File: config.mk
export PLATFORM = sky130hd
export DESIGN_NAME = sce_apbm_seq_flat
export DESIGN_NICKNAME = d
export VERILOG_FILES = /design/src/rtl/sce_apbm_pkg.sv /design/src/rtl/apbif.sv /design/src/rtl/sce_apbm_seq.sv /design/src/flat_wrapper.sv
export SDC_FILE = /design/constraint.sdc
export NUM_CORES = 1
export LEC_CHECK = 0
export ABC_CLOCK_PERIOD_IN_PS = 3900
export BUFFER_PORTS_ARGS = -buffer_cell sky130_fd_sc_hd__clkbuf_2
export CAP_MARGIN = 20
export CORE_MARGIN = 4
export CORE_UTILIZATION = 52
export DETAILED_ROUTE_END_ITERATION = 12
export PLACE_DENSITY = 0.95
export SLEW_MARGIN = 15
export SYNTH_ARGS = -nofsm -noshare
export SYNTH_HDL_FRONTEND = slang
export SYNTH_SLANG_ARGS = --single-unit
File: constraint.sdc
create_clock -name clk -period 3.9 [get_ports clk]
set_input_delay 0.78 -clock clk [delete_from_list [all_inputs] [get_ports clk]]
set_output_delay 0.78 -clock clk [all_outputs]
set_load 0.02 [all_outputs]
File: src/rtl/sce_apbm_pkg.sv
// Shared types for the SCE APB command sequencer: command opcodes,
// response error codes and FSM states.
package sce_apbm_pkg;

    typedef enum logic [1:0] {
        WR   = 2'b00,
        RD   = 2'b01,
        POLL = 2'b10,
        RSV  = 2'b11
    } apbm_op_e;

    typedef enum logic [1:0] {
        OK     = 2'b00,
        SLVERR = 2'b01,
        TMO    = 2'b10,
        BADOP  = 2'b11
    } apbm_err_e;

    typedef enum logic [2:0] {
        IDLE   = 3'd0,
        SETUP  = 3'd1,
        ACCESS = 3'd2,
        GAP    = 3'd3,
        RESP   = 3'd4
    } apbm_st_e;

endpackage

File: src/rtl/apbif.sv
// APB3 bus bundle shared by the SCE sequencer and its register slaves.
interface apbif #(
    parameter int AW = 12
) ();
    logic          psel;
    logic          penable;
    logic          pwrite;
    logic [AW-1:0] paddr;
    logic [31:0]   pwdata;
    logic [31:0]   prdata;
    logic          pready;
    logic          pslverr;

    modport master (
        output psel, penable, pwrite, paddr, pwdata,
        input  prdata, pready, pslverr
    );

    modport slave (
        input  psel, penable, pwrite, paddr, pwdata,
        output prdata, pready, pslverr
    );
endinterface

File: src/rtl/sce_apbm_seq.sv
// APB initiator: turns write/read/poll commands into APB transfers and
// returns one response (read data + error code) per command.
module sce_apbm_seq
    import sce_apbm_pkg::*;
#(
    parameter int AW   = 12,
    parameter int PTO  = 255,
    parameter int PGAP = 3
) (
    input  logic          clk,
    input  logic          resetn,
    input  logic          cmd_valid,
    output logic          cmd_ready,
    input  logic [1:0]    cmd_op,
    input  logic [AW-1:0] cmd_addr,
    input  logic [31:0]   cmd_wdata,
    input  logic [31:0]   cmd_mask,
    output logic          rsp_valid,
    input  logic          rsp_ready,
    output logic [31:0]   rsp_rdata,
    output logic [1:0]    rsp_err,
    output logic          busy,
    apbif.master          apbm
);

    localparam int PCW   = ($clog2(PTO + 1) > 8) ? $clog2(PTO + 1) : 8;
    localparam int GW    = (PGAP > 1) ? $clog2(PGAP + 1) : 1;
    localparam int GLAST = (PGAP > 0) ? PGAP - 1 : 0;

    apbm_st_e      state, state_d;
    apbm_op_e      op_q;
    apbm_err_e     err_q, err_d;
    logic [AW-1:0] addr_q;
    logic [31:0]   wdata_q;
    logic [31:0]   mask_q;
    logic [31:0]   rdata_q;
    logic [PCW-1:0] pollcnt;
    logic [GW-1:0] gapcnt;
    logic          accept;
    logic          xfer_done;
    logic          poll_match;
    logic          cnt_inc;
    logic          sel;

    // Both streams use valid/ready: a beat transfers on a rising edge where
    // valid and ready are both high; valid never waits on ready, and the
    // producer holds its payload stable until the transfer happens.
    assign accept     = (state == IDLE) && cmd_valid;
    assign xfer_done  = (state == ACCESS) && apbm.pready;
    assign poll_match = ((apbm.prdata ^ wdata_q) & mask_q) == 32'h0;

    always_comb begin
        state_d = state;
        err_d   = err_q;
        cnt_inc = 1'b0;
        case (state)
            IDLE: begin
                if (cmd_valid) begin
                    if (apbm_op_e'(cmd_op) == RSV) begin
                        state_d = RESP;
                        err_d   = BADOP;
                    end else begin
                        state_d = SETUP;
                        err_d   = OK;
                    end
                end
            end
            SETUP:  state_d = ACCESS;
            ACCESS: begin
                if (apbm.pready) begin
                    if (op_q != POLL || apbm.pslverr) begin
                        state_d = RESP;
                        err_d   = apbm.pslverr ? SLVERR : OK;
                    end else if (poll_match) begin
                        state_d = RESP;
                        err_d   = OK;
                    end else if (pollcnt == PCW'(PTO)) begin
                        state_d = RESP;
                        err_d   = TMO;
                    end else begin
                        cnt_inc = 1'b1;
                        state_d = (PGAP == 0) ? SETUP : GAP;
                    end
                end
            end
            GAP: begin
                if (gapcnt == GW'(GLAST)) state_d = SETUP;
            end
            RESP: begin
                if (rsp_ready) state_d = IDLE;
            end
            default: state_d = IDLE;
        endcase
    end

    always_ff @(posedge clk) begin
        if (!resetn) begin
            state   <= IDLE;
            err_q   <= OK;
            op_q    <= WR;
            addr_q  <= '0;
            wdata_q <= '0;
            mask_q  <= '0;
            rdata_q <= '0;
            pollcnt <= '0;
            gapcnt  <= '0;
        end else begin
            state <= state_d;
            err_q <= err_d;
            if (accept) begin
                op_q    <= apbm_op_e'(cmd_op);
                addr_q  <= cmd_addr;
                wdata_q <= cmd_wdata;
                mask_q  <= cmd_mask;
                rdata_q <= '0;
                pollcnt <= '0;
            end
            // Every completed read overwrites, so a timed-out poll reports its last sample.
            if (xfer_done && op_q != WR) rdata_q <= apbm.prdata;
            if (cnt_inc && pollcnt != '1) pollcnt <= pollcnt + PCW'(1);
            if (state == GAP) gapcnt <= gapcnt + GW'(1);
            else              gapcnt <= '0;
        end
    end

    assign sel          = (state == SETUP) || (state == ACCESS);
    assign apbm.psel    = sel;
    assign apbm.penable = (state == ACCESS);
    assign apbm.pwrite  = sel && (op_q == WR);
    assign apbm.paddr   = addr_q;
    assign apbm.pwdata  = wdata_q;

    assign cmd_ready = (state == IDLE);
    assign busy      = (state != IDLE);
    assign rsp_valid = (state == RESP);
    assign rsp_rdata = rdata_q;
    assign rsp_err   = err_q;

endmodule

File: src/flat_wrapper.sv
// flat-port wrapper written by rule: the top's interface ports become plain ports
module sce_apbm_seq_flat import sce_apbm_pkg::*;
#(
    parameter int AW   = 12,
    parameter int PTO  = 255,
    parameter int PGAP = 3
)
  (clk, resetn, cmd_valid, cmd_ready, cmd_op, cmd_addr, cmd_wdata, cmd_mask, rsp_valid, rsp_ready, rsp_rdata, rsp_err, busy, apbm_psel, apbm_penable, apbm_pwrite, apbm_paddr, apbm_pwdata, apbm_prdata, apbm_pready, apbm_pslverr);
  apbif #(.AW(AW)) apbm_i ();
  input  logic clk;
  input  logic resetn;
  input  logic cmd_valid;
  output logic cmd_ready;
  input  logic [1:0] cmd_op;
  input  logic [AW-1:0] cmd_addr;
  input  logic [31:0] cmd_wdata;
  input  logic [31:0] cmd_mask;
  output logic rsp_valid;
  input  logic rsp_ready;
  output logic [31:0] rsp_rdata;
  output logic [1:0] rsp_err;
  output logic busy;
  output wire logic [$bits(apbm_i.psel)-1:0] apbm_psel;
  output wire logic [$bits(apbm_i.penable)-1:0] apbm_penable;
  output wire logic [$bits(apbm_i.pwrite)-1:0] apbm_pwrite;
  output wire logic [$bits(apbm_i.paddr)-1:0] apbm_paddr;
  output wire logic [$bits(apbm_i.pwdata)-1:0] apbm_pwdata;
  input wire logic [$bits(apbm_i.prdata)-1:0] apbm_prdata;
  input wire logic [$bits(apbm_i.pready)-1:0] apbm_pready;
  input wire logic [$bits(apbm_i.pslverr)-1:0] apbm_pslverr;
  assign apbm_psel = apbm_i.psel;
  assign apbm_penable = apbm_i.penable;
  assign apbm_pwrite = apbm_i.pwrite;
  assign apbm_paddr = apbm_i.paddr;
  assign apbm_pwdata = apbm_i.pwdata;
  assign apbm_i.prdata = apbm_prdata;
  assign apbm_i.pready = apbm_pready;
  assign apbm_i.pslverr = apbm_pslverr;
  sce_apbm_seq #(.AW(AW), .PTO(PTO), .PGAP(PGAP)) u_core (.clk(clk), .resetn(resetn), .cmd_valid(cmd_valid), .cmd_ready(cmd_ready), .cmd_op(cmd_op), .cmd_addr(cmd_addr), .cmd_wdata(cmd_wdata), .cmd_mask(cmd_mask), .rsp_valid(rsp_valid), .rsp_ready(rsp_ready), .rsp_rdata(rsp_rdata), .rsp_err(rsp_err), .busy(busy), .apbm(apbm_i));
endmodule
; ---- After elaboration in Yosys (flattened, before gate mapping)
; Cells that the tools add are included.
[word_totals]
regBits = 125
inputBits = 116
out_inout_bits = 84
wordCells = 71
[classes]
n_addsub = 2
eq_ne = 14
mux = 26
bitwise = 2
n_reduce_logical = 18
[op_table]
columns = cell, count
row1 = two-way mux 32 bit, 2
row2 = bitwise AND 32 bit, 1
row3 = logical NOT 32 bit, 1
row4 = XOR 32 bit, 1
row5 = two-way mux 3 bit, 8
row6 = two-way mux 8 bit, 2
row7 = case mux 3 bit (5 select lines), 1
row8 = two-way mux 2 bit, 6
row9 = adder 8 x 1 -> 8 bit (second input constant), 1
row10 = equality test 8 bit (second input constant), 1
row11 = inequality test 8 bit (second input constant), 1
row12 = AND reduction 4 bit, 2
row13 = nonzero test 2 bit, 4
row14 = equality test 3 x 2 -> 1 bit (second input constant), 2
row15 = two-way mux 1 bit, 6
row16 = inequality test 2 x 1 -> 1 bit (second input constant), 3
row17 = logical AND 1 bit, 5
row18 = equality test 2 bit (second input constant), 2
row19 = inequality test 2 bit (second input constant), 2
row20 = inequality test 4 x 1 -> 1 bit (second input constant), 1
row21 = case mux 2 bit (2 select lines), 1
row22 = equality test 3 x 1 -> 1 bit (second input constant), 1
row23 = equality test 3 bit (second input constant), 1
row24 = logical NOT 3 bit, 1
row25 = 5 further kinds, 6

; ---- Logic depth before layout (Yosys ltp)
; Gate-level depths: netlist of run 1.
[depth]
depth_word = 9
depth_mapped = 8
mapped_depth_nobuf = 7

; ---- Worst setup path before layout of run 1
; No wires, ideal clock.
[synth_path]
path_kind = input to register
start = in apbm_prdata[22]
end = reg u_core.pollcnt[3]
setup_time_ns = 0.058
arrival_ns = 2.199
required_ns = 3.842
setup_slack_ns = 1.643
cell_stages = 7
n_path_buf = 1
cell_sequence = xor2_1 > a22oi_1 > nand4_1 > or4_1 > buf_6 > a211oi_1 > a211o_1
[synth_between]
elab_chain_len = 9
elab_cells_between_ends = 10
cone_classes = 5 x mux / 2 x bitwise / 3 x reduce/logical
[synth_lines]
columns = element, line
row1 = start: declaration, flat_wrapper.sv:28  ; input wire logic [$bits(apbm_i.prdata)-1:0] apbm_prdata;
row2 = XOR 32 bit *, sce_apbm_seq.sv:50  ; assign poll_match = ((apbm.prdata ^ wdata_q) & mask_q) == 32'h0;
row3 = bitwise AND 32 bit *, sce_apbm_seq.sv:50
row4 = logical NOT 32 bit *, sce_apbm_seq.sv:50
row5 = two-way mux 1 bit *, sce_apbm_seq.sv:74  ; end else if (poll_match) begin
row6 = two-way mux 1 bit *, sce_apbm_seq.sv:71  ; if (op_q != POLL || apbm.pslverr) begin
row7 = two-way mux 1 bit *, sce_apbm_seq.sv:70  ; if (apbm.pready) begin
row8 = two-way mux 1 bit *, sce_apbm_seq.sv:56  ; case (state)
row9 = logical AND 1 bit *, sce_apbm_seq.sv:120  ; if (cnt_inc && pollcnt != '1) pollcnt <= pollcnt + PCW'(1);
row10 = two-way mux 8 bit / nonzero test 2 bit (equally long branches), -
row11 = end signal: assignment, sce_apbm_seq.sv:120
row12 = end: declaration, sce_apbm_seq.sv:37  ; logic [PCW-1:0] pollcnt;
; Mark *: on every way between the ends. The rest lies on a longest branch, timed or not.
; A chain may end at the register's enable or synchronous reset.

; ---- Final worst setup path of run 1
[layout_path]
start = reg u_core.state[2]
end = reg u_core.err_q[1] (netlist: u_core.rsp_err[1])
[layout_between]
elab_chain_len = 3
elab_cells_between_ends = 8
cone_classes = 4 x eq/ne / 1 x mux / 3 x reduce/logical
[layout_lines]
columns = element, line
row1 = start: declaration, sce_apbm_seq.sv:30  ; apbm_st_e state, state_d;
row2 = start signal: assignment, sce_apbm_seq.sv:108  ; state <= state_d;
row3 = equality test 3 x 2 -> 1 bit / logical NOT 3 bit (equally long branches), sce_apbm_seq.sv:56
row4 = "inequality test 4 x 1 -> 1 bit (no source line), or another cell as far along", -
row5 = AND reduction 4 bit (no source line), -
row6 = end signal: assignment, sce_apbm_seq.sv:109  ; err_q <= err_d;
row7 = end: declaration, sce_apbm_seq.sv:32  ; apbm_err_e err_q, err_d;
; Several ways; a longest one is shown, not always the timed one.

==> flow_metrics.env, run 1 <==
export IMPL_yosysUniqueCellTypes=39
export IMPL_hold_viol=0
export IMPL_die_area_um2=11450
export IMPL_drtIter0Drc=373
export IMPL_rows=35
export IMPL_critPathLaunchType="flop"
export IMPL_root_buffer="clkbuf_8"
export IMPL_crit_family="simple AND/OR/NAND/NOR gates"
export IMPL_setup_worst_path_class="flop to flop"
export IMPL_tritoncts="yes"
export IMPL_nets=926
export IMPL_whs_ns=0.4361
export IMPL_grt_overflow=0
export IMPL_worst_pin_slew_ns=0.8588
export IMPL_period_share=0.6257
export IMPL_arrival_ns=2.86
export IMPL_syn_inst=625
export IMPL_p_leak_nw=3.057
export IMPL_drive_gt1_frac=0.2972
export IMPL_route_detailed_drc=0
export IMPL_cts_resized=0
export IMPL_die_h_um=107.0
export IMPL_insertion_delay_ns=0.51
export IMPL_min_delay_path_class="flop to flop"
export IMPL_antenna_cells=0
export IMPL_rsz0062_at_grt="no"
export IMPL_area_delta_synth_final_pct=31.29
export IMPL_dp_cells=918
export IMPL_htreeDepth=4
export IMPL_tns_ns=0
export IMPL_ys_ff_latch=125
export IMPL_synth_top_area_cell="dfxtp_1"
export IMPL_powerDensity_nw_per_um2=507.1
export IMPL_first_pass_iters=5
export IMPL_synth_fa_ha_area_frac=0.004912
export IMPL_ys_top_cells_by_area="dfxtp_1 49%, nand2_1 13%, a21oi_1 8.3%"
export IMPL_synth_common_cells="170 x nand2_1, 125 x dfxtp_1, 85 x a21oi_1, 48 x a22oi_1, 45 x nor2_1"
export IMPL_worst_r2r_setup_slack_ns=1.46
export IMPL_fin_ws_ns=1.460
export IMPL_post_place_ws_ns=1.081
export IMPL_synth_mux_area_frac=0.003929
export IMPL_synth_simple_gate_area_frac=0.2092
export IMPL_synth_top_area_share=0.4912
export IMPL_wl_per_cell_um=15.73
export IMPL_post_route_util=0.7138
export IMPL_cpMaxStageDelayCell="buf_4"
export IMPL_yosysMostFrequentCell="nand2_1"
export IMPL_finalNonFillerCells=950
export IMPL_clock_path_buffers=2
export IMPL_cts_setup_buffers=0
export IMPL_synth_area_um2=5095
export IMPL_peakVddDrop_mv=0.3389
export IMPL_cap_viol_max_count=0
export IMPL_ioPinCount=200
export IMPL_fin_crit_ns=2.440
export IMPL_io_buffers=199
export IMPL_grt_pass1_wl_mm=23.74
export IMPL_cts_buffers=17
export IMPL_ys_warn_count=0
export IMPL_synth_xor_area_frac=0.05673
export IMPL_cp_num_buf_inv=1
export IMPL_fin_worst_skew_ns=0.01084
export IMPL_grt_max_degree=83
export IMPL_status="finished clean"
export IMPL_synth_area_per_cell_um2=8.152
export IMPL_clk_pin_slew_ns=0.06
export IMPL_synth_top_family_by_area="simple AND/OR/NAND/NOR gates"
export IMPL_gp_congestion=0.8854
export IMPL_synth_ff_type="dfxtp_1"
export IMPL_crit_chain="nor3_1 -> and2_2 -> buf_4 -> o32ai_1 -> a211oi_1"
export IMPL_slew_headroom=0.4274
export IMPL_yosysSeqAreaShare=0.4912
export IMPL_crit_required_ns=4.32
export IMPL_dp_hpwl_mm=10.41
export IMPL_path_max_fanout=82
export IMPL_worst_setup_path_end_kind="flop"
export IMPL_start_util=0.5437
export IMPL_vias=5072
export IMPL_grt_use_total=0.2610
export IMPL_antenna_found_initial=0
export IMPL_synth_compound_area_share=0.1884
export IMPL_ant_nets=0
export IMPL_fp_dieW_um=107.0
export IMPL_synthArstFlopShare=0
export IMPL_finalSetupViolCount=0
export IMPL_cts_sinks=125
export IMPL_max_freq_mhz=409.8
export IMPL_drv_slew=0
export IMPL_grt_pass1_vias=4856
export IMPL_synth_edff_count=0
export IMPL_postSynthNetCount=743
export IMPL_vias_per_cell=5.339
export IMPL_wirelength_mm=14.94
export IMPL_cpPeakStageDelay_ns=0.67
export IMPL_postCtsHoldBufs=0
export IMPL_core_area_um2=9371
==> cell type report <==
type                    instances  area (µm²)
fillers                       735        2683
flip-flops and latches        125        2502
multi-input cells             451        2367
repair buffers                207        1056
clock buffers                  18       417.9
well taps                     129       161.4
clock inverters                14       160.2
inverters                       6       23.77
==> metrics by stage <==
step | instance area (µm²) | total power [mW]
2_1_floorplan | 5095 | 1.702
6_report | 6689 | 3.392
3_5_place_dp | 6111 | 1.877
4_1_cts | 6689 | 3.414
3_3_place_gp | 6111 | 1.866
5_1_grt | 6689 | 3.536
==> cell usage in the layout (no fill, tap or decap), types with 2 or more instances in the layout <==
cell	instances
clkbuf_2	199
nand2_1	169
dfxtp_1	125
a21oi_1	85
a22oi_1	48
nor2_1	43
xor2_1	32
clkbuf_16	16
o211ai_1	9
buf_4	8
nand3_1	7
nor2b_1	7
nor3_1	6
inv_1	5
nand4_1	5
inv_6	5
o21ai_0	4
and3_1	4
nand2b_1	3
a211oi_1	3
clkinvlp_4	3
and2_1	2
clkinv_2	2
mux2i_1	2
nand3b_1	2
a211o_1	2
nor2_2	2
ha_1	2
bufinv_16	2
clkinv_4	2
==> per-layer routing <==
metal | vias up | track usage | wire, µm | part of all wire
met5 | - | 0 | 0 | 0
met4 | 0 | 0.07489 | 246 | 0.016
met3 | 20 | 0.08549 | 1346 | 0.090
met2 | 238 | 0.4379 | 7236 | 0.48
met1 | 2318 | 0.3208 | 6110 | 0.41
li1 | 2496 | - | - | -
==> path summary, 6_finish.rpt <==
kind                    startpoint                 to  cells after the start
setup / recovery   u_core.state[2]  u_core.rsp_err[1]                      5
hold / removal    u_core.gapcnt[0]   u_core.gapcnt[0]                      1
setup reg to reg   u_core.state[2]  u_core.rsp_err[1]                      5
hold reg to reg   u_core.gapcnt[0]   u_core.gapcnt[0]                      1
==> registers in the layout, summed over array words and instances (netlist names) <==
register            flops
u_core.state            3
u_core.rsp_rdata       32
u_core.rsp_err          2
u_core.gapcnt           2
u_core.apbm.paddr      12
u_core.apbm.pwdata     32
u_core.op_q             2
u_core.pollcnt          8
u_core.mask_q          32
==> cell families (layout without fill, tap and decap cells) <==
group	count (synthesis)	count (layout)
buf+inv	49	245
mux	2	2
compound gates	157	157
fa+ha+maj	2	2
flops	125	125
xor+xnor	33	33
simple gates	257	257
==> power by group <==
part / total, mW / leakage (nW) / internal [mW] / switching (mW)
clock network: 1.54 / 0.275 / 0.924 / 0.613
logic: 0.463 / 1.76 / 0.162 / 0.301
registers: 1.39 / 1.02 / 1.34 / 0.0496
Power figures use the tool's default switching activity.
==> run 2, diff against run 1 <==
ABC_CLOCK_PERIOD_IN_PS = 2300   (was 3900)
CORE_UTILIZATION = 49   (was 52)
PLACE_DENSITY = 0.9   (was 0.95)
clock period = 2.3 ns   (was 3.9 ns; I/O delays follow)
==> run 2 against run 1 <==
  * First-iteration DRC count unchanged
  * Global-route usage down 0.75 points
  * Sequential share of layout area is 0.77 points lower
  * Total power is 77% higher
  * Register-to-register slack got worse by 1.4 ns
  * Clock power up 82%
  * Die area is 5.7% higher
  * Cell count grew 0.95%
  * Largest cell class unchanged
==> flow_metrics.env, run 2 (same netlist as run 1, synthesis figures left out) <==
export IMPL_status="finished clean"
export IMPL_peakVddDrop_mv=0.6925
export IMPL_setup_worst_path_class="flop to flop"
export IMPL_finalSetupViolCount=0
export IMPL_period_share=0.9633
export IMPL_gp_congestion=0.8910
export IMPL_nets=931
export IMPL_first_pass_iters=4
export IMPL_start_util=0.5118
export IMPL_cts_setup_buffers=0
export IMPL_min_delay_path_class="input port to flop"
export IMPL_htreeDepth=4
export IMPL_drive_gt1_frac=0.3027
export IMPL_grt_use_total=0.2536
export IMPL_die_area_um2=12090
export IMPL_tritoncts="yes"
export IMPL_clock_path_buffers=2
export IMPL_grt_pass1_vias=4953
export IMPL_grt_pass1_wl_mm=23.85
export IMPL_core_area_um2=9955
export IMPL_grt_overflow=0
export IMPL_root_buffer="clkbuf_8"
export IMPL_antenna_found_initial=0
export IMPL_cts_sinks=125
export IMPL_layout_common_cells="199 x clkbuf_2, 169 x nand2_1, 125 x dfxtp_1"
export IMPL_power_mw=5.996
export IMPL_antenna_cells=0
export IMPL_clk_pin_slew_ns=0.06
export IMPL_crit_required_ns=2.76
export IMPL_worst_pin_slew_ns=0.7438
export IMPL_post_route_util=0.6861
export IMPL_max_freq_mhz=451.4
export IMPL_cts_buffers=17
export IMPL_drv_slew=0
export IMPL_ant_nets=0
export IMPL_postCtsHoldBufs=0
export IMPL_placed_area_um2=6203
export IMPL_wirelength_mm=15.45
export IMPL_p_leak_nw=3.128
export IMPL_io_buffers=199
export IMPL_path_max_fanout=9
export IMPL_arrival_ns=2.68
export IMPL_cts_resized=1
export IMPL_grt_max_degree=73
export IMPL_vias_per_cell=5.419
export IMPL_critPathLaunchType="flop"
export IMPL_tns_ns=0
export IMPL_rows=36
export IMPL_dp_hpwl_mm=10.88
export IMPL_fin_crit_ns=2.216
export IMPL_route_detailed_drc=0
export IMPL_dp_cells=927
export IMPL_rsz0062_at_grt="no"
export IMPL_fin_worst_skew_ns=0.01934
export IMPL_drtIter0Drc=373
export IMPL_die_h_um=110.0
export IMPL_fp_dieW_um=110.0
export IMPL_worst_setup_path_end_kind="flop"
export IMPL_stdcell_area_um2=6830
export IMPL_final_common_cell="clkbuf_2"
export IMPL_ioPinCount=200
export IMPL_finalNonFillerCells=959
export IMPL_area_delta_synth_final_pct=34.06
export IMPL_vias=5197
export IMPL_slew_headroom=0.5041
export IMPL_wl_per_cell_um=16.11
export IMPL_cap_viol_max_count=0
export IMPL_insertion_delay_ns=0.52
export IMPL_hold_viol=0
export IMPL_powerDensity_nw_per_um2=877.8
==> run 2: critical path, stage by stage, from the launching register on <==
cell      delay (ns)
dfxtp_1         0.34
xor2_1          0.20
a22oi_1         0.31
nand4_1         0.27
or4_4           0.67
a211oi_1        0.25
a211o_1         0.12
==> run 2: cell type report <==
cell class              instances  area [µm²]
clock buffers                  20       435.4
clock inverters                12       185.2
fillers                       833        3124
inverters                       6       23.77
multi-input cells             451        2374
flip-flops and latches        125        2502
well taps                     133       166.4
repair buffers                212        1144
==> run 2: per-layer routing <==
layer / part of all wire / track usage
met5: 0 / 0
met2: 0.48 / 0.4159
met3: 0.10 / 0.08911
met4: 0.026 / 0.1051
met1: 0.40 / 0.3018
==> run 2: worst paths after layout <==
kind / startpoint / endpoint / slack, ns / depth (start not counted)
max: u_core.apbm.pwdata[6] / u_core.pollcnt[3] / 0.08 / 6
min: cmd_wdata[12] / u_core.apbm.pwdata[12] / 0.15 / 3
max reg2reg: u_core.apbm.pwdata[6] / u_core.pollcnt[3] / 0.08 / 6
min reg2reg: u_core.gapcnt[0] / u_core.gapcnt[0] / 0.42 / 1
==> run 2: per-stage QoR <==
stage,setup slack [ns],hold WS (ns)
5_1_grt,0.02077,0.1449
6_report,0.08450,0.1512
3_3_place_gp,-0.1363,0.4162
4_1_cts,0.1175,0.1435
3_5_place_dp,-0.1789,0.4205
2_1_floorplan,0.3354,0.4004
==> run 2: power breakdown <==
part	leakage (nW)	total [mW]	internal (mW)	switching, mW
sequential	1.02	2.36	2.28	0.0831
combinational	1.81	0.832	0.306	0.526
clock	0.300	2.80	1.80	1.00
